`config.mk`:
```
export PLATFORM = sky130hd
export DESIGN_NAME = alu_op_sequencer_flat
export DESIGN_NICKNAME = d
export VERILOG_FILES = /design/src/rtl/alu_op_sequencer_pkg.sv /design/src/rtl/alu_op_sequencer_if.sv /design/src/rtl/alu_op_sequencer_decode.sv /design/src/rtl/alu_op_sequencer.sv /design/src/flat_wrapper.sv
export SDC_FILE = /design/constraint.sdc
export NUM_CORES = 1
export LEC_CHECK = 0
export BUFFER_PORTS_ARGS = -buffer_cell sky130_fd_sc_hd__buf_4
export CORE_MARGIN = 5
export CORE_UTILIZATION = 30
export CTS_BUF_LIST = sky130_fd_sc_hd__clkbuf_8
export CTS_CLUSTER_DIAMETER = 80
export DETAILED_ROUTE_END_ITERATION = 8
export SETUP_SLACK_MARGIN = 0.15
export SYNTH_ARGS = -nofsm -noshare
export SYNTH_HDL_FRONTEND = slang
export SYNTH_SLANG_ARGS = --single-unit
```
`constraint.sdc`:
```
create_clock -name clk -period 2.8 [get_ports clk]
set_input_delay 0.42 -clock clk [delete_from_list [all_inputs] [get_ports clk]]
set_output_delay 0.42 -clock clk [all_outputs]
set_load 0.05 [all_outputs]
```
`src/rtl/alu_op_sequencer_pkg.sv`:
```
// Shared constants for the ALU request sequencer: opcodes, ALU control codes,
// FSM state encoding and the signed-overflow helper used on add/sub passes.
package alu_seq_pkg;

    localparam logic [2:0] OP_AND   = 3'd0;
    localparam logic [2:0] OP_OR    = 3'd1;
    localparam logic [2:0] OP_ADD   = 3'd2;
    localparam logic [2:0] OP_SUB   = 3'd3;
    localparam logic [2:0] OP_SLT   = 3'd4;
    localparam logic [2:0] OP_ADD64 = 3'd5;
    localparam logic [2:0] OP_SUB64 = 3'd6;

    localparam logic [1:0] ALU_AND = 2'b00;
    localparam logic [1:0] ALU_OR  = 2'b01;
    localparam logic [1:0] ALU_ADD = 2'b10;

    typedef enum logic [1:0] {
        IDLE    = 2'd0,
        EXEC_LO = 2'd1,
        EXEC_HI = 2'd2,
        DONE    = 2'd3
    } state_t;

    // sb_eff is the B sign bit as seen by the adder (after Binvert).
    function automatic logic add_overflow(input logic sa, input logic sb_eff, input logic sr);
        return (sa ~^ sb_eff) & (sr ^ sa);
    endfunction

endpackage

```
`src/rtl/alu_op_sequencer_if.sv`:
```
// Request, response and shared-ALU signals of the sequencer. The slave modport
// is the sequencer's view; master is the view of whatever surrounds it.
interface alu_op_sequencer_if #(
    parameter int WIDTH = 32
);
    logic                 in_valid;
    logic                 in_ready;
    logic [2:0]           in_op;
    logic [2*WIDTH-1:0]   in_a;
    logic [2*WIDTH-1:0]   in_b;

    logic                 out_valid;
    logic                 out_ready;
    logic [2*WIDTH-1:0]   out_result;
    logic                 out_carry;
    logic                 out_zero;
    logic                 out_overflow;
    logic                 out_error;

    logic [WIDTH-1:0]     alu_a;
    logic [WIDTH-1:0]     alu_b;
    logic [1:0]           alu_operation;
    logic                 alu_binvert;
    logic                 alu_carryin;
    logic                 alu_carryout;
    logic [WIDTH-1:0]     alu_result;

    modport slave (
        input  in_valid, in_op, in_a, in_b, out_ready, alu_carryout, alu_result,
        output in_ready, out_valid, out_result, out_carry, out_zero, out_overflow, out_error,
        output alu_a, alu_b, alu_operation, alu_binvert, alu_carryin
    );

    modport master (
        output in_valid, in_op, in_a, in_b, out_ready, alu_carryout, alu_result,
        input  in_ready, out_valid, out_result, out_carry, out_zero, out_overflow, out_error,
        input  alu_a, alu_b, alu_operation, alu_binvert, alu_carryin
    );

endinterface

```
`src/rtl/alu_op_sequencer_decode.sv`:
```
// Combinational opcode decode into ALU controls. On the high pass of a wide op
// the carry-in comes from the captured low-pass carry instead of the opcode.
module alu_op_decode
    import alu_seq_pkg::*;
(
    input  logic [2:0] op,
    input  logic       hi_pass,
    input  logic       carry_lo,
    output logic [1:0] operation,
    output logic       binvert,
    output logic       cin,
    output logic       is_wide,
    output logic       is_addsub,
    output logic       is_slt,
    output logic       illegal
);

    always_comb begin
        operation = ALU_AND;
        binvert   = 1'b0;
        is_wide   = 1'b0;
        is_addsub = 1'b0;
        is_slt    = 1'b0;
        illegal   = 1'b0;
        case (op)
            OP_AND: begin
                operation = ALU_AND;
            end
            OP_OR: begin
                operation = ALU_OR;
            end
            OP_ADD: begin
                operation = ALU_ADD;
                is_addsub = 1'b1;
            end
            OP_SUB: begin
                operation = ALU_ADD;
                binvert   = 1'b1;
                is_addsub = 1'b1;
            end
            OP_SLT: begin
                operation = ALU_ADD;
                binvert   = 1'b1;
                is_slt    = 1'b1;
            end
            OP_ADD64: begin
                operation = ALU_ADD;
                is_wide   = 1'b1;
                is_addsub = 1'b1;
            end
            OP_SUB64: begin
                operation = ALU_ADD;
                binvert   = 1'b1;
                is_wide   = 1'b1;
                is_addsub = 1'b1;
            end
            default: begin
                illegal = 1'b1;
            end
        endcase
        // Subtraction is A + ~B + 1, so the low-pass carry-in equals Binvert.
        cin = hi_pass ? carry_lo : binvert;
    end

endmodule

```
`src/rtl/alu_op_sequencer.sv`:
```
// Drives a shared ripple ALU for one request at a time: one pass for word ops,
// two carry-chained passes for wide add/sub, then holds a registered response.
module alu_op_sequencer
    import alu_seq_pkg::*;
#(
    parameter int WIDTH = 32
) (
    input  logic               clk,
    input  logic               rst,
    alu_op_sequencer_if.slave  bus
);

    localparam int W = WIDTH;

    state_t             state_q, state_d;
    logic [2:0]         op_q, op_d;
    logic [W-1:0]       a_hi_q, a_hi_d;
    logic [W-1:0]       b_hi_q, b_hi_d;
    logic [2*W-1:0]     result_q, result_d;
    logic               carry_q, carry_d;
    logic               zero_q, zero_d;
    logic               ovf_q, ovf_d;
    logic               err_q, err_d;
    logic [W-1:0]       alu_a_q, alu_a_d;
    logic [W-1:0]       alu_b_q, alu_b_d;
    logic [1:0]         alu_op_q, alu_op_d;
    logic               alu_binv_q, alu_binv_d;
    logic               alu_cin_q, alu_cin_d;

    logic [2:0]         op_sel;
    logic [1:0]         dec_operation;
    logic               dec_binvert, dec_cin, dec_is_wide, dec_is_addsub, dec_is_slt, dec_illegal;
    logic               pass_ovf;

    // In IDLE the incoming opcode is decoded so the first pass can be loaded on accept.
    assign op_sel = (state_q == IDLE) ? bus.in_op : op_q;

    alu_op_decode u_decode (
        .op        (op_sel),
        .hi_pass   (state_q == EXEC_LO),
        .carry_lo  (bus.alu_carryout),
        .operation (dec_operation),
        .binvert   (dec_binvert),
        .cin       (dec_cin),
        .is_wide   (dec_is_wide),
        .is_addsub (dec_is_addsub),
        .is_slt    (dec_is_slt),
        .illegal   (dec_illegal)
    );

    assign pass_ovf = add_overflow(alu_a_q[W-1], alu_b_q[W-1] ^ alu_binv_q, bus.alu_result[W-1]);

    always_comb begin
        state_d    = state_q;
        op_d       = op_q;
        a_hi_d     = a_hi_q;
        b_hi_d     = b_hi_q;
        result_d   = result_q;
        carry_d    = carry_q;
        zero_d     = zero_q;
        ovf_d      = ovf_q;
        err_d      = err_q;
        alu_a_d    = alu_a_q;
        alu_b_d    = alu_b_q;
        alu_op_d   = alu_op_q;
        alu_binv_d = alu_binv_q;
        alu_cin_d  = alu_cin_q;
        case (state_q)
            IDLE: begin
                if (bus.in_valid) begin
                    op_d   = bus.in_op;
                    a_hi_d = bus.in_a[2*W-1:W];
                    b_hi_d = bus.in_b[2*W-1:W];
                    if (dec_illegal) begin
                        state_d  = DONE;
                        result_d = '0;
                        carry_d  = 1'b0;
                        ovf_d    = 1'b0;
                        zero_d   = 1'b1;
                        err_d    = 1'b1;
                    end else begin
                        state_d    = EXEC_LO;
                        err_d      = 1'b0;
                        alu_a_d    = bus.in_a[W-1:0];
                        alu_b_d    = bus.in_b[W-1:0];
                        alu_op_d   = dec_operation;
                        alu_binv_d = dec_binvert;
                        alu_cin_d  = dec_cin;
                    end
                end
            end
            EXEC_LO: begin
                carry_d  = bus.alu_carryout;
                result_d = '0;
                if (dec_is_slt) begin
                    result_d[0] = bus.alu_result[W-1] ^ pass_ovf;
                end else begin
                    result_d[W-1:0] = bus.alu_result;
                end
                zero_d = ~|result_d;
                ovf_d  = dec_is_addsub & ~dec_is_wide & pass_ovf;
                if (dec_is_wide) begin
                    state_d   = EXEC_HI;
                    alu_a_d   = a_hi_q;
                    alu_b_d   = b_hi_q;
                    alu_cin_d = dec_cin;
                end else begin
                    state_d = DONE;
                end
            end
            EXEC_HI: begin
                carry_d  = bus.alu_carryout;
                result_d = {bus.alu_result, result_q[W-1:0]};
                zero_d   = ~|result_d;
                ovf_d    = pass_ovf;
                state_d  = DONE;
            end
            DONE: begin
                if (bus.out_ready) begin
                    state_d = IDLE;
                end
            end
            default: begin
                state_d = IDLE;
            end
        endcase
    end

    always_ff @(posedge clk) begin
        if (rst) begin
            state_q    <= IDLE;
            op_q       <= '0;
            a_hi_q     <= '0;
            b_hi_q     <= '0;
            result_q   <= '0;
            carry_q    <= 1'b0;
            zero_q     <= 1'b0;
            ovf_q      <= 1'b0;
            err_q      <= 1'b0;
            alu_a_q    <= '0;
            alu_b_q    <= '0;
            alu_op_q   <= '0;
            alu_binv_q <= 1'b0;
            alu_cin_q  <= 1'b0;
        end else begin
            state_q    <= state_d;
            op_q       <= op_d;
            a_hi_q     <= a_hi_d;
            b_hi_q     <= b_hi_d;
            result_q   <= result_d;
            carry_q    <= carry_d;
            zero_q     <= zero_d;
            ovf_q      <= ovf_d;
            err_q      <= err_d;
            alu_a_q    <= alu_a_d;
            alu_b_q    <= alu_b_d;
            alu_op_q   <= alu_op_d;
            alu_binv_q <= alu_binv_d;
            alu_cin_q  <= alu_cin_d;
        end
    end

    assign bus.in_ready      = (state_q == IDLE);
    assign bus.out_valid     = (state_q == DONE);
    assign bus.out_result    = result_q;
    assign bus.out_carry     = carry_q;
    assign bus.out_zero      = zero_q;
    assign bus.out_overflow  = ovf_q;
    assign bus.out_error     = err_q;
    assign bus.alu_a         = alu_a_q;
    assign bus.alu_b         = alu_b_q;
    assign bus.alu_operation = alu_op_q;
    assign bus.alu_binvert   = alu_binv_q;
    assign bus.alu_carryin   = alu_cin_q;

endmodule

```
`src/flat_wrapper.sv`:
```
// flat-port wrapper written by rule: the top's interface ports become plain ports
module alu_op_sequencer_flat import alu_seq_pkg::*;
#(
    parameter int WIDTH = 32
)
  (clk, rst, bus_in_valid, bus_in_op, bus_in_a, bus_in_b, bus_out_ready, bus_alu_carryout, bus_alu_result, bus_in_ready, bus_out_valid, bus_out_result, bus_out_carry, bus_out_zero, bus_out_overflow, bus_out_error, bus_alu_a, bus_alu_b, bus_alu_operation, bus_alu_binvert, bus_alu_carryin);
  alu_op_sequencer_if #(.WIDTH(WIDTH)) bus_i ();
  input  logic clk;
  input  logic rst;
  input wire logic [$bits(bus_i.in_valid)-1:0] bus_in_valid;
  input wire logic [$bits(bus_i.in_op)-1:0] bus_in_op;
  input wire logic [$bits(bus_i.in_a)-1:0] bus_in_a;
  input wire logic [$bits(bus_i.in_b)-1:0] bus_in_b;
  input wire logic [$bits(bus_i.out_ready)-1:0] bus_out_ready;
  input wire logic [$bits(bus_i.alu_carryout)-1:0] bus_alu_carryout;
  input wire logic [$bits(bus_i.alu_result)-1:0] bus_alu_result;
  output wire logic [$bits(bus_i.in_ready)-1:0] bus_in_ready;
  output wire logic [$bits(bus_i.out_valid)-1:0] bus_out_valid;
  output wire logic [$bits(bus_i.out_result)-1:0] bus_out_result;
  output wire logic [$bits(bus_i.out_carry)-1:0] bus_out_carry;
  output wire logic [$bits(bus_i.out_zero)-1:0] bus_out_zero;
  output wire logic [$bits(bus_i.out_overflow)-1:0] bus_out_overflow;
  output wire logic [$bits(bus_i.out_error)-1:0] bus_out_error;
  output wire logic [$bits(bus_i.alu_a)-1:0] bus_alu_a;
  output wire logic [$bits(bus_i.alu_b)-1:0] bus_alu_b;
  output wire logic [$bits(bus_i.alu_operation)-1:0] bus_alu_operation;
  output wire logic [$bits(bus_i.alu_binvert)-1:0] bus_alu_binvert;
  output wire logic [$bits(bus_i.alu_carryin)-1:0] bus_alu_carryin;
  assign bus_i.in_valid = bus_in_valid;
  assign bus_i.in_op = bus_in_op;
  assign bus_i.in_a = bus_in_a;
  assign bus_i.in_b = bus_in_b;
  assign bus_i.out_ready = bus_out_ready;
  assign bus_i.alu_carryout = bus_alu_carryout;
  assign bus_i.alu_result = bus_alu_result;
  assign bus_in_ready = bus_i.in_ready;
  assign bus_out_valid = bus_i.out_valid;
  assign bus_out_result = bus_i.out_result;
  assign bus_out_carry = bus_i.out_carry;
  assign bus_out_zero = bus_i.out_zero;
  assign bus_out_overflow = bus_i.out_overflow;
  assign bus_out_error = bus_i.out_error;
  assign bus_alu_a = bus_i.alu_a;
  assign bus_alu_b = bus_i.alu_b;
  assign bus_alu_operation = bus_i.alu_operation;
  assign bus_alu_binvert = bus_i.alu_binvert;
  assign bus_alu_carryin = bus_i.alu_carryin;
  alu_op_sequencer #(.WIDTH(WIDTH)) u_core (.clk(clk), .rst(rst), .bus(bus_i));
endmodule
```
==> results of run 1 <==
[metrics by stage]
stage	setup WS [ns]	area (um2)	instances	total power [mW]	hold slack, ns
floorplan	0.509	8580	911	5.63	0.436
global placement	0.494	11200	1539	6.58	0.439
detailed placement	0.424	11200	1539	6.61	0.446
CTS	0.408	12000	1606	9.68	0.0992
global route	0.205	12000	1606	10.0	0.114
finish	0.406	12000	1606	9.54	0.144
[cell usage after synthesis (9+ instances only)]
cell type    n
nor2_1       9
clkbuf_1    43
mux2i_1     68
nor4_1      15
a21oi_2     30
a211oi_2    48
buf_2       14
a22o_1      30
dfxtp_1    205
a211oi_1    17
a21oi_1    145
nand2_1    172
nand3_1     36
buf_6       14
[kinds of logic (layout without fill, tap and decap cells)]
family	after synthesis	after routing	synth area share
muxes	69	69	0.0806
adders and majority gates	5	5	0.00700
xor gates and xnor gates	2	2	0.00204
buffers and inverters	89	400	0.0545
AOI/OAI and AO/OA	286	286	0.245
DFF	205	205	0.478
and+or+nand+nor	255	255	0.133
[layout make-up]
type                    instances  area [um2]  share of cell area
inverters                       7        26.3             0.00219
repair buffers                326        2510               0.210
clock buffers                  48         661              0.0552
multi-input cells             617        4050               0.338
flip-flops and latches        205        4100               0.343
clock inverters                19         136              0.0114
well taps                     384         480              0.0401
[power groups by stage]
stage	registers [mW]	clock network [mW]	logic [mW]
after floorplan	4.20	0	1.43
after global placement	3.49	0	3.09
after detailed placement	3.49	0	3.11
after CTS	3.44	3.12	3.12
after global routing	3.47	3.25	3.29
final	3.44	3.02	3.08
[sequential cells by signal, indices dropped and copies added (netlist names), 2 cells and up]
| name | count |
|---|---|
| u_core.op_q | 3 |
| u_core.bus.alu_a | 32 |
| u_core.a_hi_q | 32 |
| u_core.state_q | 2 |
| u_core.bus.alu_b | 32 |
| u_core.bus.out_result | 64 |
| u_core.bus.alu_operation | 2 |
| u_core.b_hi_q | 32 |
[final timing paths]
check	from	to	slack, ns	cells after the start
worst min-delay path	bus_alu_result[1]	u_core.bus.out_result[1]	0.14	2
worst max-delay path	u_core.state_q[0]	u_core.bus.out_result[14]	0.41	9
worst min register to register	u_core.bus.out_result[49]	u_core.bus.out_result[49]	0.45	2
worst max register to register	u_core.state_q[0]	u_core.bus.out_result[14]	0.41	9
[placed cells by master (no fill, tap or decap), types with 17 or more instances in the layout]
master,instances
buf_4,320
dfxtp_1,205
nand2_1,172
a21oi_1,144
mux2i_1,68
a211oi_2,48
clkbuf_8,48
nand3_1,36
a21oi_2,31
a22o_1,30
inv_1,20
a211oi_1,17
[per-layer routing]
metal / GRT usage / vias up / share of wire
li1: - / 3822 / -
met1: 0.214 / 3686 / 0.41
met2: 0.279 / 293 / 0.47
met3: 0.0580 / 53 / 0.095
met4: 0.0511 / 0 / 0.026
met5: 0 / - / 0
[critical path, delay by kind of cell, from the launching register on]
family / cells / cell delay (ns)
adder cells (fa/ha/maj): 1 / 0.29
flip-flops: 1 / 0.43
AO/OA/AOI/OAI: 2 / 0.36
AND/OR/NAND/NOR: 3 / 0.62
buffers and inverters: 3 / 0.56
==> results.py, run 1 <==
metrics = {
    "status": {
        "status": "finished clean",
    },
    "sta": {
        "hold_viol_final": 0,
        "fmax_ghz": 0.418,
        "min_period_ns": 2.39,
        "setup_violations": 0,
        "slew_headroom": 0.490,
        "fin_setup_tns_ns": 0,
        "period_share": 0.855,
        "drv_slew": 0,
        "worstMarginPinSlew_ns": 0.765,
        "finClkSkew_ns": 0.0122,
        "rsz0062_at_grt": "false",
    },
    "route": {
        "wire_per_inst_um": 18.2,
        "routed_wl_mm": 29.2,
        "drt_iter0_drc": 368,
        "drc_errors": 0,
        "vias": 7854,
        "via_per_inst": 4.89,
        "dr.pass1.iters": 5,
        "antenna_left": 0,
    },
    "yosys": {
        "synthCells": 911,
        "async_flop_share": 0,
        "synth_edf_count": 0,
        "synth_area_leaders": "dfxtp_1 48%, a21oi_1 8.5%, mux2i_1 7.9%",
        "yosysSeqAreaShare": 0.478,
        "synth_largest_area_cell": "dfxtp_1",
        "synth.avg_cell_area_um2": 9.42,
        "syn_area_mm2": 0.00858,
        "synth-seq-cells": 205,
        "yosys.area.top_type_share": 0.478,
        "synthesis.nets": 1083,
        "synth_ff_type": "dfxtp_1",
        "ys_types": 47,
        "yosys_warnings": 0,
    },
    "worst_setup_path": {
        "arrival_ns": 2.80,
        "path_class": "register to register",
        "crit_chain": "inv_1, ha_1, buf_4, nor4b_2, a31oi_2, and2_2, nor4b_4, buf_4, a22o_1",
        "cp_common_cell": "buf_4",
        "path_max_fanout": 30,
        "cp-start-kind": "register",
        "crit_path_end_kind": "register",
        "worstPathRequired_ns": 3.21,
        "slowest_delay_ns": 0.43,
        "slowest_stage": "dfxtp_1",
    },
    "clock_network": {
        "clk_pin_slew_worst_paths_ns": 0.06,
        "ctsHtreeMaxLevel": 2,
        "clockRootBuffer": "clkbuf_8",
        "cts_buffers": 38,
        "ctsResizeCount": 0,
        "clk_path_buf_depth": 3,
        "cts_setup_buffers": 0,
        "cts_sinks": 205,
        "clk_latency_ns": 0.52,
        "cts_tree": "done",
        "cts_hold_buf": 0,
    },
    "power": {
        "internal-power_mw": 6.03,
        "pwr_density_cell_mw_per_mm2": 796,
        "p_leak_nw": 4.89,
        "power.switching_mw": 3.51,
        "power_frac_seq": 0.361,
        "p_sw_frac": 0.368,
        "combPwrFrac": 0.323,
        "clockPowerShare": 0.317,
        "ir_drop_mv": 0.471,
    },
    "placed_design": {
        "gp_congestion": 0.798,
        "place.port_buffers": 305,
        "dp_hpwl_mm": 19.9,
    },
    "floorplanning": {
        "io_pins": 306,
        "std_cell_rows": 62,
        "design.die.area_mm2": 0.0321,
        "start_util": 0.301,
        "coreArea_mm2": 0.0285,
        "die_w_um": 179,
        "die_h_um": 179,
    },
    "global_routing": {
        "grt_first_pass_wirelength_mm": 43.8,
        "track_usage": 0.171,
        "grt_max_degree": 111,
        "grt_overflow_total": 0,
        "antenna_found_initial": 0,
        "grt_pass1_vias": 7792,
    },
    "layout": {
        "drive_gt1_frac": 0.388,
        "final_util": 0.421,
        "syn_to_final_growth_pct": 39.5,
        "nFillCells": 2871,
        "antenna_cells": 0,
        "fin_nets": 1367,
    },
    "flow_run": {
        "max_cap_viol_count": 0,
    },
    "worst_hold_path": {
        "min_path_type": "input pin to register",
    },
}
(Power assumes the default switching activity.)
==> inputs of run 2 (changes only) <==
- clock period: 2.8 -> 2.23 ns (I/O delays scaled with it)
==> results.py, run 2 (same netlist as run 1, synthesis figures left out) <==
metrics = {
    "worst_hold_path": {
        "min_path_type": "input pin to register",
    },
    "route": {
        "vias": 7954,
        "via_per_inst": 4.88,
        "dr.pass1.iters": 7,
        "wire_per_inst_um": 18.7,
        "drc_errors": 0,
        "routed_wl_mm": 30.5,
        "drt_iter0_drc": 306,
        "antenna_left": 0,
    },
    "worst_setup_path": {
        "slowest_stage": "dfxtp_2",
        "worstPathRequired_ns": 2.70,
        "path_max_fanout": 8,
        "critPathBufInv": 6,
        "crit_family": "buffers and inverters",
        "path_class": "register to register",
        "slowest_delay_ns": 0.35,
        "crit_path_end_kind": "register",
        "crit_chain": "inv_2, ha_4, buf_12, buf_4, buf_4, nor2_1, o21bai_2, nor4b_4, buf_4, clkbuf_16, a22o_1",
        "arrival_ns": 2.54,
        "cp_common_cell": "buf_4",
        "cp-start-kind": "register",
    },
    "global_routing": {
        "grt_first_pass_wirelength_mm": 43.6,
        "track_usage": 0.171,
        "antenna_found_initial": 0,
        "grt_overflow_total": 0,
        "grt_pass1_vias": 7723,
        "grt_max_degree": 70,
    },
    "floorplanning": {
        "die_w_um": 179,
        "std_cell_rows": 62,
        "coreArea_mm2": 0.0285,
        "io_pins": 306,
        "start_util": 0.301,
        "die_h_um": 179,
        "design.die.area_mm2": 0.0321,
    },
    "clock_network": {
        "cts_buffers": 37,
        "ctsHtreeMaxLevel": 2,
        "clk_path_buf_depth": 3,
        "cts_tree": "done",
        "clk_pin_slew_worst_paths_ns": 0.05,
        "clockRootBuffer": "clkbuf_8",
        "clk_latency_ns": 0.53,
        "cts_sinks": 205,
    },
    "power": {
        "ir_drop_mv": 0.424,
        "p_leak_nw": 5.06,
        "design_power_total_mw": 12.1,
        "pwr_density_cell_mw_per_mm2": 974,
    },
    "placed_design": {
        "place.port_buffers": 305,
        "dp_hpwl_mm": 20.4,
        "gp_congestion": 0.799,
    },
    "sta": {
        "finClkSkew_ns": 0.0219,
        "fin_setup_tns_ns": 0,
        "fmax_ghz": 0.483,
        "hold_viol_final": 0,
        "period_share": 0.928,
        "worstMarginPinSlew_ns": 0.865,
        "setup_violations": 0,
        "min_period_ns": 2.07,
        "rsz0062_at_grt": "true",
        "drv_slew": 0,
        "slew_headroom": 0.423,
    },
    "layout": {
        "fin_nets": 1394,
        "drive_gt1_frac": 0.413,
        "final_cell_mix": "331 x buf_4, 203 x dfxtp_1, 172 x nand2_1",
        "layout_commonest_cell": "buf_4",
        "syn_to_final_growth_pct": 44.4,
        "largest_reg_flops": 64,
        "nFillCells": 2835,
    },
    "flow_run": {
        "max_cap_viol_count": 0,
    },
    "status": {
        "status": "finished clean",
    },
}
run 2: path summary, 6_finish.rpt:
path / startpoint / to / slack (ns) / depth (start not counted)
hold / removal: bus_alu_result[13] / u_core.bus.out_result[13] / 0.05 / 2
setup / recovery: u_core.state_q[1] / u_core.bus.out_result[30] / 0.16 / 11
hold reg to reg: u_core.bus.out_result[48] / u_core.bus.out_result[48] / 0.45 / 2
setup reg to reg: u_core.state_q[1] / u_core.bus.out_result[30] / 0.16 / 11
run 2: power breakdown:
group	leakage [nW]	switching [mW]	internal, mW	total (mW)
clock network	0.419	1.58	1.93	3.51
registers	1.68	0.259	4.06	4.32
logic	2.96	2.65	1.59	4.24
total	5.06	4.48	7.59	12.1
run 2: cell type report:
type	count	area, um2	share of cell area
timing repair buffer	354	2900	0.234
clock inverter	15	73.8	0.00596
tap	384	480	0.0388
multi-input combinational	617	4140	0.334
clock buffer	48	661	0.0533
inverter	7	26.3	0.00212
antenna	1	2.50	0.000202
sequential	205	4110	0.332
run 2: worst reg2reg max path, cell delays in order, from the launching register on:
cell       delay [ns]
dfxtp_2          0.35
inv_2            0.06
ha_4             0.20
buf_12           0.15
buf_4            0.13
buf_4            0.13
nor2_1           0.16
o21bai_2         0.13
nor4b_4          0.24
buf_4            0.18
clkbuf_16        0.15
a22o_1           0.13
run 2: layer usage:
metal  vias to the layer above  GRT usage  share of wire
met2                       271      0.279           0.47
met1                      3752      0.213           0.41
met5                         -          0              0
met4                         0     0.0517          0.026
li1                       3875          -              -
met3                        56     0.0593          0.088
run 2: what timing repair did:
item / in CTS / in global routing
endpoints found under the setup margin: 66 / 96
pin swaps: 0 / 26
buffers inserted: 0 / 14
hold buffers: 1 / 0
gates cloned: 0 / 7
resized for setup: 5 / 24
endpoints found under the hold margin: 1 / 0
run 2: stage by stage:
stage | cells | hold WS, ns | cell area, um2 | worst slack [ns] | utilization
floorplan | 911 | 0.436 | 8590 | 0.258 | -
global placement | 1545 | 0.440 | 11300 | 0.211 | 0.396
detailed placement | 1545 | 0.444 | 11300 | 0.103 | 0.396
CTS | 1609 | 0.00587 | 12000 | 0.141 | 0.423
global route | 1630 | 0.0297 | 12400 | 0.0833 | 0.435
finish | 1631 | 0.0507 | 12400 | 0.162 | 0.435
==> inputs of run 3 (changes only) <==
- clock period: 2.23 -> 1.93 ns (I/O delays scaled with it)
==> results.py, run 3 (same netlist as run 1, synthesis figures left out) <==
metrics = {
    "floorplanning": {
        "die_h_um": 179,
        "die_w_um": 179,
        "start_util": 0.301,
        "std_cell_rows": 62,
        "coreArea_mm2": 0.0285,
        "io_pins": 306,
        "design.die.area_mm2": 0.0321,
    },
    "route": {
        "wire_per_inst_um": 18.1,
        "drt_iter0_drc": 385,
        "routed_wl_mm": 31.2,
        "via_per_inst": 4.86,
        "antenna_left": 0,
        "drc_errors": 0,
        "vias": 8392,
        "dr.pass1.iters": 5,
    },
    "sta": {
        "rsz0062_at_grt": "true",
        "hold_viol_final": 0,
        "slew_headroom": 0.645,
        "holdWs_ns": 0.0259,
        "period_share": 1.01,
        "worstMarginPinSlew_ns": 0.532,
        "min_period_ns": 1.95,
        "finClkSkew_ns": 0.0167,
        "setup_violations": 9,
        "drv_slew": 0,
        "fmax_ghz": 0.513,
        "setup_ws_ns": -0.0187,
    },
    "worst_setup_path": {
        "arrival_ns": 2.42,
        "crit_path_end_kind": "register",
        "cp-start-kind": "register",
        "crit_chain": "inv_2, ha_4, buf_4, buf_4, nand2_4, nor2_4, o21bai_2, nor4b_4, buf_6, clkbuf_16, a22o_1",
        "path_class": "register to register",
        "cp_common_cell": "buf_4",
        "path_max_fanout": 8,
        "worstPathRequired_ns": 2.41,
        "slowest_delay_ns": 0.32,
        "slowest_stage": "dfxtp_2",
    },
    "clock_network": {
        "clk_latency_ns": 0.53,
        "clk_path_buf_depth": 3,
        "ctsHtreeMaxLevel": 2,
        "clockRootBuffer": "clkbuf_8",
        "cts_sinks": 205,
        "cts_buffers": 39,
        "clk_pin_slew_worst_paths_ns": 0.06,
        "cts_tree": "done",
    },
    "global_routing": {
        "grt_pass1_vias": 8457,
        "track_usage": 0.180,
        "grt_overflow_total": 0,
        "grt_max_degree": 88,
        "grt_first_pass_wirelength_mm": 46.1,
        "antenna_found_initial": 0,
    },
    "layout": {
        "final_util": 0.476,
        "layout_commonest_cell": "buf_4",
        "antenna_cells": 0,
        "largest_reg_flops": 64,
        "final_cell_mix": "328 x buf_4, 203 x dfxtp_1, 172 x nand2_1",
        "syn_to_final_growth_pct": 57.9,
        "final_area_mm2": 0.0136,
        "drive_gt1_frac": 0.399,
        "nFillCells": 2679,
        "fin_nets": 1483,
    },
    "status": {
        "status": "finished with violations",
        "violations": "negative setup slack",
    },
    "power": {
        "ir_drop_mv": 0.634,
        "design_power_total_mw": 14.8,
        "p_leak_nw": 5.55,
        "pwr_density_cell_mw_per_mm2": 1090,
    },
    "placed_design": {
        "placement.cell_area_mm2": 0.0115,
        "gp_congestion": 0.811,
        "dp_hpwl_mm": 20.1,
        "place.port_buffers": 305,
    },
    "flow_run": {
        "max_cap_viol_count": 0,
    },
    "worst_hold_path": {
        "min_path_type": "input pin to register",
    },
}
## run 3: cell count changes in the layout (fill, tap and decap cells not counted), moves of 2 or more
cell	change
buf_16	+3
clkinv_2	+2
buf_12	+6
inv_1	+2
a21oi_2	+3
buf_6	+3
bufinv_16	+3
buf_4	-3
dlygate4sd3_1	+78
a21oi_1	-3
## run 3: final timing paths
kind,cells past startpoint,slack (ns),from,endpoint
worst min register to register,2,0.45,u_core.bus.out_result[49],u_core.bus.out_result[49]
worst max-delay path,11,-0.02,u_core.state_q[1],u_core.bus.out_result[23]
worst max register to register,11,-0.02,u_core.state_q[1],u_core.bus.out_result[23]
worst min-delay path,3,0.03,bus_in_b[48],u_core.b_hi_q[16]
## run 3: layer usage
layer	up-vias	global-route usage	wire length, um
met4	0	0.0574	799
met1	3968	0.219	12700
li1	4067	-	-
met3	55	0.0550	2660
met5	-	0	0
met2	302	0.305	15000
## run 3: power breakdown
group / switching (mW) / total [mW] / leakage (nW) / internal, mW
Clock: 1.89 / 4.59 / 0.481 / 2.70
Combinational: 3.15 / 5.26 / 3.39 / 2.11
Sequential: 0.292 / 4.99 / 1.68 / 4.69
Total: 5.33 / 14.8 / 5.55 / 9.50
## run 3: worst max-delay path: cells and delay by family (launching register included)
family / cells / cell delay (ns)
AO/OA/AOI/OAI: 2 / 0.24
flip-flops: 1 / 0.32
adder cells (fa/ha/maj): 1 / 0.19
buffers and inverters: 5 / 0.67
AND/OR/NAND/NOR: 3 / 0.50
## run 3: timing repair
item,4_1_cts,5_1_grt
setup buffers,5,3
endpoints found under the hold margin,80,0
hold buffers,79,0
setup endpoints to repair,98,169
pin swaps,4,7
gates cloned,4,6
gates resized for setup,17,15
## run 3: metrics by stage
step	instances	setup WS [ns]	setup TNS, ns
after global placement	1557	-0.0129	-0.0532
after CTS	1716	0.00456	0
after global routing	1725	-0.103	-5.58
after floorplan	911	0.0463	0
final	1725	-0.0187	-0.0956
after detailed placement	1557	-0.0395	-0.310
## run 3: layout make-up
class                      instances  area [um2]  share of cell area
multi-input combinational        617        4170               0.308
sequential                       205        4110               0.303
timing repair buffer             441        3910               0.289
clock buffer                      49         674              0.0498
tap                              384         480              0.0355
clock inverter                    22         178              0.0131
inverter                           7        26.3             0.00194
